--- src/rtl/task_8_pkg.sv ---
//------------------------------------------------------------------------------
// task_8_pkg : shared state encoding and checksum helpers for the packet framer
// Rev 1.0
//------------------------------------------------------------------------------
`default_nettype none

package task_8_pkg;

  typedef enum logic [1:0] {
    s_IDLE    = 2'd0,
    s_COLLECT = 2'd1,
    s_SEND    = 2'd2,
    s_CSUM    = 2'd3
  } framer_state_t;

  localparam logic [7:0] CSUM_INIT = 8'h00;

  // Transmitted checksum byte makes the sum of the whole packet 8'hFF.
  function automatic logic [7:0] csum_final(input logic [7:0] sum);
    return ~sum;
  endfunction

endpackage

`default_nettype wire

--- src/rtl/task_8_framer_ram.sv ---
//------------------------------------------------------------------------------
// task_8_framer_ram : DEPTH x 8 simple dual-port RAM, one-cycle registered read
// Rev 1.0
//------------------------------------------------------------------------------
`default_nettype none

module task_8_framer_ram
  import task_8_pkg::*;
#(
  parameter int DEPTH = 64,
  parameter int AW    = $clog2(DEPTH)
) (
  input  logic          i_clk,
  input  logic          i_rst_n,
  input  logic          i_we,
  input  logic [AW-1:0] i_waddr,
  input  logic [7:0]    i_wdata,
  input  logic          i_re,
  input  logic [AW-1:0] i_raddr,
  output logic [7:0]    o_rdata
);

  logic [7:0] mem_q [DEPTH];
  logic [7:0] rdata_q;

  always_ff @(posedge i_clk) begin
    if (i_we) begin
      mem_q[i_waddr] <= i_wdata;
    end
  end

  // Only the read register is reset so the framer's data output is 0 out of reset.
  always_ff @(posedge i_clk or negedge i_rst_n) begin
    if (!i_rst_n) begin
      rdata_q <= '0;
    end else if (i_re) begin
      rdata_q <= mem_q[i_raddr];
    end
  end

  assign o_rdata = rdata_q;

endmodule

`default_nettype wire

--- src/rtl/task_8_packet_framer.sv ---
//------------------------------------------------------------------------------
// task_8_packet_framer : buffers an input byte burst, replays it on AXI-Stream
//                        followed by a tlast checksum byte.  Rev 1.0
//------------------------------------------------------------------------------
`default_nettype none

module task_8_packet_framer
  import task_8_pkg::*;
#(
  parameter  int DEPTH = 64,
  localparam int AW    = $clog2(DEPTH)
) (
  input  logic        i_clk,
  input  logic        i_rst_n,
  input  logic [7:0]  i_data,
  input  logic        i_enb,
  output logic [7:0]  o_tdata,
  output logic        o_tvalid,
  output logic        o_tlast,
  input  logic        i_tready,
  output logic        o_busy,
  output logic        o_overflow,
  output logic [AW:0] o_pkt_len
);

  localparam logic [AW:0] FULL_LEN = (AW+1)'(DEPTH);
  localparam logic [AW:0] ONE      = (AW+1)'(1);

  framer_state_t state_q;
  logic [AW:0]   len_q;
  logic [AW:0]   rd_q;
  logic [AW:0]   pkt_len_q;
  logic [7:0]    sum_q;
  logic          tvalid_q;
  logic          tlast_q;
  logic          overflow_q;

  logic          ram_we;
  logic          ram_re;
  logic [AW-1:0] ram_waddr;
  logic [AW-1:0] ram_raddr;
  logic [7:0]    ram_rdata;
  logic          accept;
  logic          last_payload;

  // rd_q is the next address to fetch, so it equals pkt_len once the final
  // payload byte sits in the RAM read register.
  assign accept       = tvalid_q & i_tready;
  assign last_payload = (rd_q == pkt_len_q);

  assign ram_we    = i_enb & ((state_q == s_IDLE) |
                              ((state_q == s_COLLECT) & (len_q != FULL_LEN)));
  assign ram_waddr = len_q[AW-1:0];
  assign ram_re    = (state_q == s_SEND) & (~tvalid_q | (accept & ~last_payload));
  assign ram_raddr = rd_q[AW-1:0];

  task_8_framer_ram #(
    .DEPTH (DEPTH),
    .AW    (AW)
  ) u_ram (
    .i_clk   (i_clk),
    .i_rst_n (i_rst_n),
    .i_we    (ram_we),
    .i_waddr (ram_waddr),
    .i_wdata (i_data),
    .i_re    (ram_re),
    .i_raddr (ram_raddr),
    .o_rdata (ram_rdata)
  );

  always_ff @(posedge i_clk or negedge i_rst_n) begin
    if (!i_rst_n) begin
      state_q    <= s_IDLE;
      len_q      <= '0;
      rd_q       <= '0;
      pkt_len_q  <= '0;
      sum_q      <= CSUM_INIT;
      tvalid_q   <= 1'b0;
      tlast_q    <= 1'b0;
      overflow_q <= 1'b0;
    end else begin
      case (state_q)
        s_IDLE: begin
          if (i_enb) begin
            len_q   <= ONE;
            sum_q   <= i_data;
            state_q <= s_COLLECT;
          end
        end

        s_COLLECT: begin
          if (i_enb) begin
            if (len_q != FULL_LEN) begin
              len_q <= len_q + ONE;
              sum_q <= sum_q + i_data;
            end else begin
              overflow_q <= 1'b1;
            end
          end else begin
            pkt_len_q <= len_q;
            rd_q      <= '0;
            state_q   <= s_SEND;
          end
        end

        s_SEND: begin
          if (i_enb) begin
            overflow_q <= 1'b1;
          end
          if (!tvalid_q) begin
            tvalid_q <= 1'b1;
            rd_q     <= rd_q + ONE;
          end else if (i_tready) begin
            if (last_payload) begin
              tlast_q <= 1'b1;
              state_q <= s_CSUM;
            end else begin
              rd_q <= rd_q + ONE;
            end
          end
        end

        s_CSUM: begin
          if (i_enb) begin
            overflow_q <= 1'b1;
          end
          if (i_tready) begin
            tvalid_q  <= 1'b0;
            tlast_q   <= 1'b0;
            len_q     <= '0;
            rd_q      <= '0;
            pkt_len_q <= '0;
            sum_q     <= CSUM_INIT;
            state_q   <= s_IDLE;
          end
        end

        default: begin
          state_q <= s_IDLE;
        end
      endcase
    end
  end

  assign o_tdata    = tlast_q ? csum_final(sum_q) : ram_rdata;
  assign o_tvalid   = tvalid_q;
  assign o_tlast    = tlast_q;
  assign o_busy     = (state_q == s_SEND) | (state_q == s_CSUM);
  assign o_overflow = overflow_q;
  assign o_pkt_len  = pkt_len_q;

endmodule

`default_nettype wire

--- config.mk ---
export PLATFORM = sky130hd
export DESIGN_NAME = task_8_packet_framer
export DESIGN_NICKNAME = d
export VERILOG_FILES = /design/src/rtl/task_8_pkg.sv /design/src/rtl/task_8_framer_ram.sv /design/src/rtl/task_8_packet_framer.sv
export SDC_FILE = /design/constraint.sdc
export NUM_CORES = 1
export LEC_CHECK = 0
export CORE_MARGIN = 2
export CORE_UTILIZATION = 45
export CTS_CLUSTER_DIAMETER = 150
export DETAILED_ROUTE_END_ITERATION = 8
export SLEW_MARGIN = 20
export SYNTH_ARGS = -nofsm -noshare
export SYNTH_HDL_FRONTEND = slang
export SYNTH_HIERARCHICAL = 1
export SYNTH_SLANG_ARGS = --single-unit
export TNS_END_PERCENT = 20
--- constraint.sdc ---
create_clock -name i_clk -period 4.1 [get_ports i_clk]
set_clock_uncertainty 0.15 [all_clocks]
set_input_delay 0.82 -clock i_clk [delete_from_list [all_inputs] [get_ports i_clk]]
set_output_delay 0.82 -clock i_clk [all_outputs]
set_load 0.02 [all_outputs]
==> reports/metrics.yaml, run 1 <==
yosys:
  synth_ff_type: "edfxtp_1"
  synth_seq_cells: 554
  yosysWarningCount: 6
  synth_nets: 1227
  synth_top_family_by_area: "multiplexers"
  synthArstFlopShare_pct: 7.58
  muxShareOfSynthArea_pct: 15.9
  avgSynthCellArea_um2: 18.8
  netlist_area_mm2: 0.0225
  synthCells: 1200
  synth_edf_count: 512
  synth_compound_area_share_pct: 3.78
  synth.distinct_cells: 58
  synthSimpleGateAreaFrac_pct: 4.05
  ys_seq_area_share_pct: 72.9
  synth_fa_ha_area_share_pct: 0.866
  synthXorXnorAreaFrac_pct: 0.583
power_and_ir_drop:
  p_sw_mw: 3.59
  cellLeakagePower_nw: 8.38
  power_frac_clock_pct: 37.7
  intPower_mw: 10.5
  power_density_mw_per_mm2: 541
  pwr-share-comb_pct: 16.0
  power_frac_seq_pct: 46.4
  p_total_mw: 14.1
  ir_worst_vdd_uv: 277
  swShare_pct: 25.5
clocking:
  post_cts.repair.setup_buffers: 0
  cts_tree: "done"
  cts.sinks: 554
  ctsResizeCount: 0
  path_clk_slew_ns: 0.06
  h-tree-depth: 2
  clock-root-buffer: "clkbuf_16"
  clk_path_buf_depth: 3
  ctsHoldBuffers: 0
  cts_buffers: 57
  clk_latency_ns: 0.60
routing:
  totalWireLength_um: 51300
  ant_nets: 0
  viasPerCell: 5.71
  drt_iter0_drc: 1152
  drc_errors: 0
  dr.pass1.iters: 5
  vias: 11700
  route.detailed.wl_per_inst_um: 25.1
global_route:
  antenna_found_initial: 0
  grt_pass1_vias: 11800
  grt.total_usage_pct: 20.1
  grt_max_degree: 87
  grt-ovfl-total: 0
  grt_pass1_wl_um: 77600
sta:
  setup_slack_ns: 0.753
  setup_tns_ns: 0
  rsz0062_at_grt: "false"
  setup_viol: 0
  maxSlewViolCount: 0
  max_freq_mhz: 299
  finalCritPeriodShare_pct: 81.6
  period_needed_ns: 3.35
  tightestPinTransition_ns: 1.04
  hold_viol: 0
  maxSlewHeadroom_pct: 30.7
  timing.hold.ws_ns: 0.218
finish:
  n_fill_cell: 3936
  antenna_cells: 0
  nets: 1353
  syn_to_final_growth_pct: 15.6
  finalCoreUtilization_pct: 52.4
  final_cell_mix: "edfxtp_1 (512), mux4_2 (120), buf_4 (98)"
  final_layout_size_suffix_gt1_share_pct: 25.9
  final_common_cell: "edfxtp_1"
setup_path:
  critPathKind: "reg2out"
  critPathMaxFanout: 12
  cp-end-kind: "output pin"
  worstPathCellList: "inv_1 > ha_1 > or2_2 > clkdlybuf4s50_1"
  crit_required_ns: 3.13
  worst_path_max_delay_cell: "clkdlybuf4s50_1"
  arrival_ns: 2.38
  rr_worst_depth: 11
  cpPeakStageDelay_ns: 0.59
  startpoint_type: "flop"
placed_design:
  port_buffers: 30
  pre_cts_ws_ns: 0.757
  place_congestion: 0.802
  dp_hpwl_um: 31600
floorplanning:
  core_mm2: 0.0498
  dieArea_mm2: 0.0519
  rows: 82
  start_util_pct: 45.3
  die_width_um: 228
  io_pins: 31
  fp.dieH_um: 228
run_status:
  status: "finished clean"
worst_hold_path:
  hp-class: "in2async"
job:
  drv_cap: 0
per-stage QoR:
| stage | instances | cell area, µm² |
|---|---|---|
| finish | 2043 | 26100 |
| detailed placement | 1939 | 24100 |
| global route | 2043 | 26100 |
| global placement | 1939 | 24100 |
| floorplan | 1200 | 22500 |
| CTS | 2043 | 26100 |
Yosys cell counts (17+ instances only):
cell type,instances,area (µm²)
mux2_2,34,383
a21oi_1,18,90.1
mux4_2,120,2700
o21ai_0,19,95.1
clkbuf_1,32,120
buf_2,20,100
edfxtp_1,512,15400
a22oi_1,17,128
nand3_1,23,115
nor2_1,87,327
mux2i_1,50,500
inv_1,31,116
dfrtp_1,42,1050
nand2_1,38,143
power by group through the flow:
stage	registers [mW]	logic, mW	clock network [mW]
after floorplan	6.59	1.47	0
after global placement	6.65	2.24	0
after detailed placement	6.65	2.25	0
after CTS	6.54	2.27	5.42
after global routing	6.55	2.44	5.64
final	6.53	2.25	5.31
path summary, 6_finish.rpt:
| path | from | end | slack, ns |
|---|---|---|---|
| max | state_q[0] | o_busy | 0.75 |
| min | i_rst_n | o_pkt_len[6] | 0.22 |
| max reg2reg | len_q[1] | u_ram/mem_q[42][2] | 0.95 |
| min reg2reg | o_overflow | o_overflow | 0.33 |
| max in group asynchronous | i_rst_n | rd_q[0] | 2.88 |
| min in group i_clk | o_overflow | o_overflow | 0.33 |
critical path, delay by kind of cell (launching register included):
family                     cells  cell delay (ns)
buffers and inverters          2             0.68
adders and majority gates      1             0.46
DFF                            1             0.42
and+or+nand+nor                1             0.21
state kept, by name (all words and copies together) (netlist names):
signal and cells:
u_ram/o_rdata 8, o_overflow 1, rd_q 7, o_tvalid 1, u_ram/mem_q 512, o_pkt_len 7, sum_q 8, state_q 2
len_q 7, o_tlast 1
metal layers:
metal	track usage (%)	wire length (µm)	up-vias	part of all wire, %
li1	-	-	5100	-
met1	29.6	22700	6094	44
met5	0	0	-	0
met4	5.72	1060	0	2.1
met3	2.86	3070	72	6.0
met2	31.5	24400	400	48
area by class of cell:
class	count	area (µm²)	area share (%)
Sequential cell	554	16400	63.1
Inverter	31	116	0.447
Clock buffer	66	1460	5.61
Multi-Input combinational cell	551	5680	21.8
Clock inverter	38	467	1.79
Tap cell	672	841	3.23
Timing Repair Buffer	131	1050	4.03
cell families after synthesis:
kind of cell             after synthesis
multiplexers                         204
AO/OA/AOI/OAI                        119
XOR/XNOR                              15
adder cells (fa/ha/maj)               15
buffers and inverters                 95
AND/OR/NAND/NOR                      198
flip-flops                           554
No activity file was read; power rests on OpenSTA's default activity.
==> run 2: changes to the inputs <==
==> constraint.sdc (replaced) <==
create_clock -name i_clk -period 3 [get_ports i_clk]
set_clock_uncertainty 0.15 [all_clocks]
set_input_delay 0.6 -clock i_clk [delete_from_list [all_inputs] [get_ports i_clk]]
set_output_delay 0.6 -clock i_clk [all_outputs]
set_load 0.02 [all_outputs]
==> run 2 against run 1 <==
Die area unchanged. Register-to-register slack worse by 0.72 ns. Routed wire length increased by 2.6%. First-iteration DRC count down 1.5%. Largest power group unchanged.
==> reports/metrics.yaml, run 2 (synthesis results as in run 1) <==
finish:
  largest_register_ffs: 512  # unchanged
  final_layout_size_suffix_gt1_share_pct: 27.4  # +1.5 points
  largest-register: "u_ram/mem_q"
  nets: 1381  # +2.1%
  final_cell_mix: "edfxtp_1 (512), mux4_2 (120), buf_4 (119)"
  n_fill_cell: 3900  # -0.91%
  syn_to_final_growth_pct: 16.6
  final_common_cell: "edfxtp_1"
  finalCoreUtilization_pct: 52.8  # +0.47 points
power_and_ir_drop:
  cellLeakagePower_nw: 8.52  # +1.6%
  swShare_pct: 26.1  # +0.60 points
  ir_worst_vdd_uv: 469  # +69%
  intPower_mw: 14.1  # +34%
  power_frac_seq_pct: 46.9  # +0.5 points
  power_frac_clock_pct: 36.5  # -1.2 points
  p_sw_mw: 4.95  # +38%
  power_density_mw_per_mm2: 723  # +34%
  pwr-share-comb_pct: 16.6  # +0.6 points
sta:
  tightestPinTransition_ns: 0.859  # -0.178 ns
  rsz0062_at_grt: "false"
  hold_viol: 0  # unchanged
  setup_tns_ns: 0  # unchanged
  timing.hold.ws_ns: 0.177  # -0.0408 ns
  maxSlewViolCount: 0  # unchanged
  period_needed_ns: 2.91
  maxSlewHeadroom_pct: 42.7  # +12 points
  setup_viol: 0  # unchanged
  finalCritPeriodShare_pct: 96.9
  max_freq_mhz: 344
routing:
  route.met3.wl_um: 3210  # +4.5%
  viasPerCell: 5.66  # -0.93%
  wl_met1_um: 23400  # +3.0%
  top_layer_used: "met4"
  routed-wl-met2_um: 24600  # +0.62%
  totalWireLength_um: 52600  # +2.6%
  drt_iter0_drc: 1135  # -1.5%
  vias: 11700  # +0.62%
  route.detailed.wl_per_inst_um: 25.4  # +1.0%
  drc_errors: 0  # unchanged
  ant_nets: 0  # unchanged
  dr.pass1.iters: 5  # unchanged
global_route:
  grt_max_degree: 66  # -24%
  grt_pass1_wl_um: 78700  # +1.5%
  grt_pass1_vias: 11900  # +1.3%
  antenna_found_initial: 2  # +2
  grt-ovfl-total: 0  # unchanged
  grt.total_usage_pct: 20.6  # +0.46 points
clocking:
  h-tree-depth: 2  # unchanged
  cts_tree: "done"
  cts.sinks: 554  # unchanged
  clock-root-buffer: "clkbuf_16"
  path_clk_slew_ns: 0.06  # about the same
  cts_buffers: 56  # -1.8%
  clk_latency_ns: 0.61  # about the same
  post_cts.repair.setup_buffers: 0  # unchanged
  clk_path_buf_depth: 3  # unchanged
setup_path:
  arrival_ns: 2.16  # -0.22 ns
  startpoint_type: "flop"
  cp-end-kind: "output pin"
  crit_required_ns: 2.25  # -0.88 ns
  critPathMaxFanout: 11  # -1
  reg2reg_slack_ns: 0.23  # -0.72 ns
  critPathKind: "reg2out"
floorplanning:
  start_util_pct: 45.3  # unchanged
  rows: 82  # unchanged
  die_width_um: 228  # unchanged
  io_pins: 31  # unchanged
  dieArea_mm2: 0.0519  # unchanged
  fp.dieH_um: 228  # unchanged
  core_mm2: 0.0498  # unchanged
job:
  drv_cap: 0  # unchanged
worst_hold_path:
  hp-class: "in2reg"
placed_design:
  dp_hpwl_um: 33000  # +4.6%
  port_buffers: 30  # unchanged
  place_congestion: 0.849  # +5.9%
run_status:
  status: "finished clean"
## run 2: cell count changes in the layout (fill, tap and decap cells not counted), moves of 2 or more
| cell | delta |
|---|---|
| buf_12 | +7 |
| buf_4 | +21 |
| clkinv_2 | -2 |
| clkinv_4 | -2 |
| bufinv_16 | -5 |
| clkinv_1 | +3 |
| diode_2 | +3 |
## run 2: timing repair
action | 4_1_cts | 5_1_grt
hold buffers | 1 | 0
endpoints found under the hold margin | 34 | 0
gates resized for setup | 2 | 2
endpoints found under the setup margin | 9 | 38
## run 2: power by group through the flow
stage / sequential (mW) / combinational [mW] / clock, mW
floorplan: 9.00 / 2.01 / 0
global placement: 9.07 / 3.13 / 0
detailed placement: 9.08 / 3.17 / 0
CTS: 8.92 / 3.18 / 7.08
global route: 8.95 / 3.44 / 7.38
finish: 8.92 / 3.15 / 6.93
## run 2: area by class of cell
type                    count  area, µm²  area share [%]
diodes                      3       7.51          0.0286
clock buffers              68       1490            5.66
clock inverters            36        344            1.31
inverters                  31        116           0.443
multi-input cells         551       5690            21.6
flip-flops and latches    554      16400            62.5
well taps                 672        841            3.20
repair buffers            160       1360            5.18
## run 2: worst max-delay path: stages, from the launching register on
cell             delay, ns
dfrtp_2               0.59
mux2i_1               0.31
clkdlybuf4s50_1       0.66
## run 2: routing by layer
metal / GRT usage, % / vias to the layer above
li1: - / 5176
met1: 30.1 / 6094
met2: 32.0 / 390
met3: 3.61 / 78
met4: 5.84 / 0
met5: 0 / -
## run 2: path summary, 6_finish.rpt
check	startpoint	end	depth (start not counted)
max in group asynchronous	i_rst_n	o_tlast	3
min in group asynchronous	i_rst_n	rd_q[5]	2
worst max register to register	len_q[0]	u_ram/mem_q[12][3]	11
worst min-delay path	i_data[7]	u_ram/mem_q[3][7]	1
worst min register to register	o_overflow	o_overflow	1
worst max-delay path	o_tlast	o_tdata[0]	2
## run 2: through the flow
step / instances / setup slack (ns) / total power [mW] / area (µm²)
floorplan: 1200 / 0.152 / 11.0 / 22500
global placement: 1967 / -0.0769 / 12.2 / 24400
detailed placement: 1967 / -0.0390 / 12.2 / 24400
CTS: 2072 / 0.0328 / 19.2 / 26300
global route: 2073 / 0.00526 / 19.8 / 26300
finish: 2075 / 0.0943 / 19.0 / 26300
==> run 3: changes to the inputs <==
--- a/config.mk
+++ b/config.mk
@@ -5,6 +5,7 @@
 export SDC_FILE = /design/constraint.sdc
 export NUM_CORES = 1
 export LEC_CHECK = 0
+export CAP_MARGIN = 20
 export CORE_MARGIN = 2
 export CORE_UTILIZATION = 45
 export CTS_CLUSTER_DIAMETER = 150
==> results of run 3 <==
The final DEF is identical to that of run 2; final timing and power are the same.
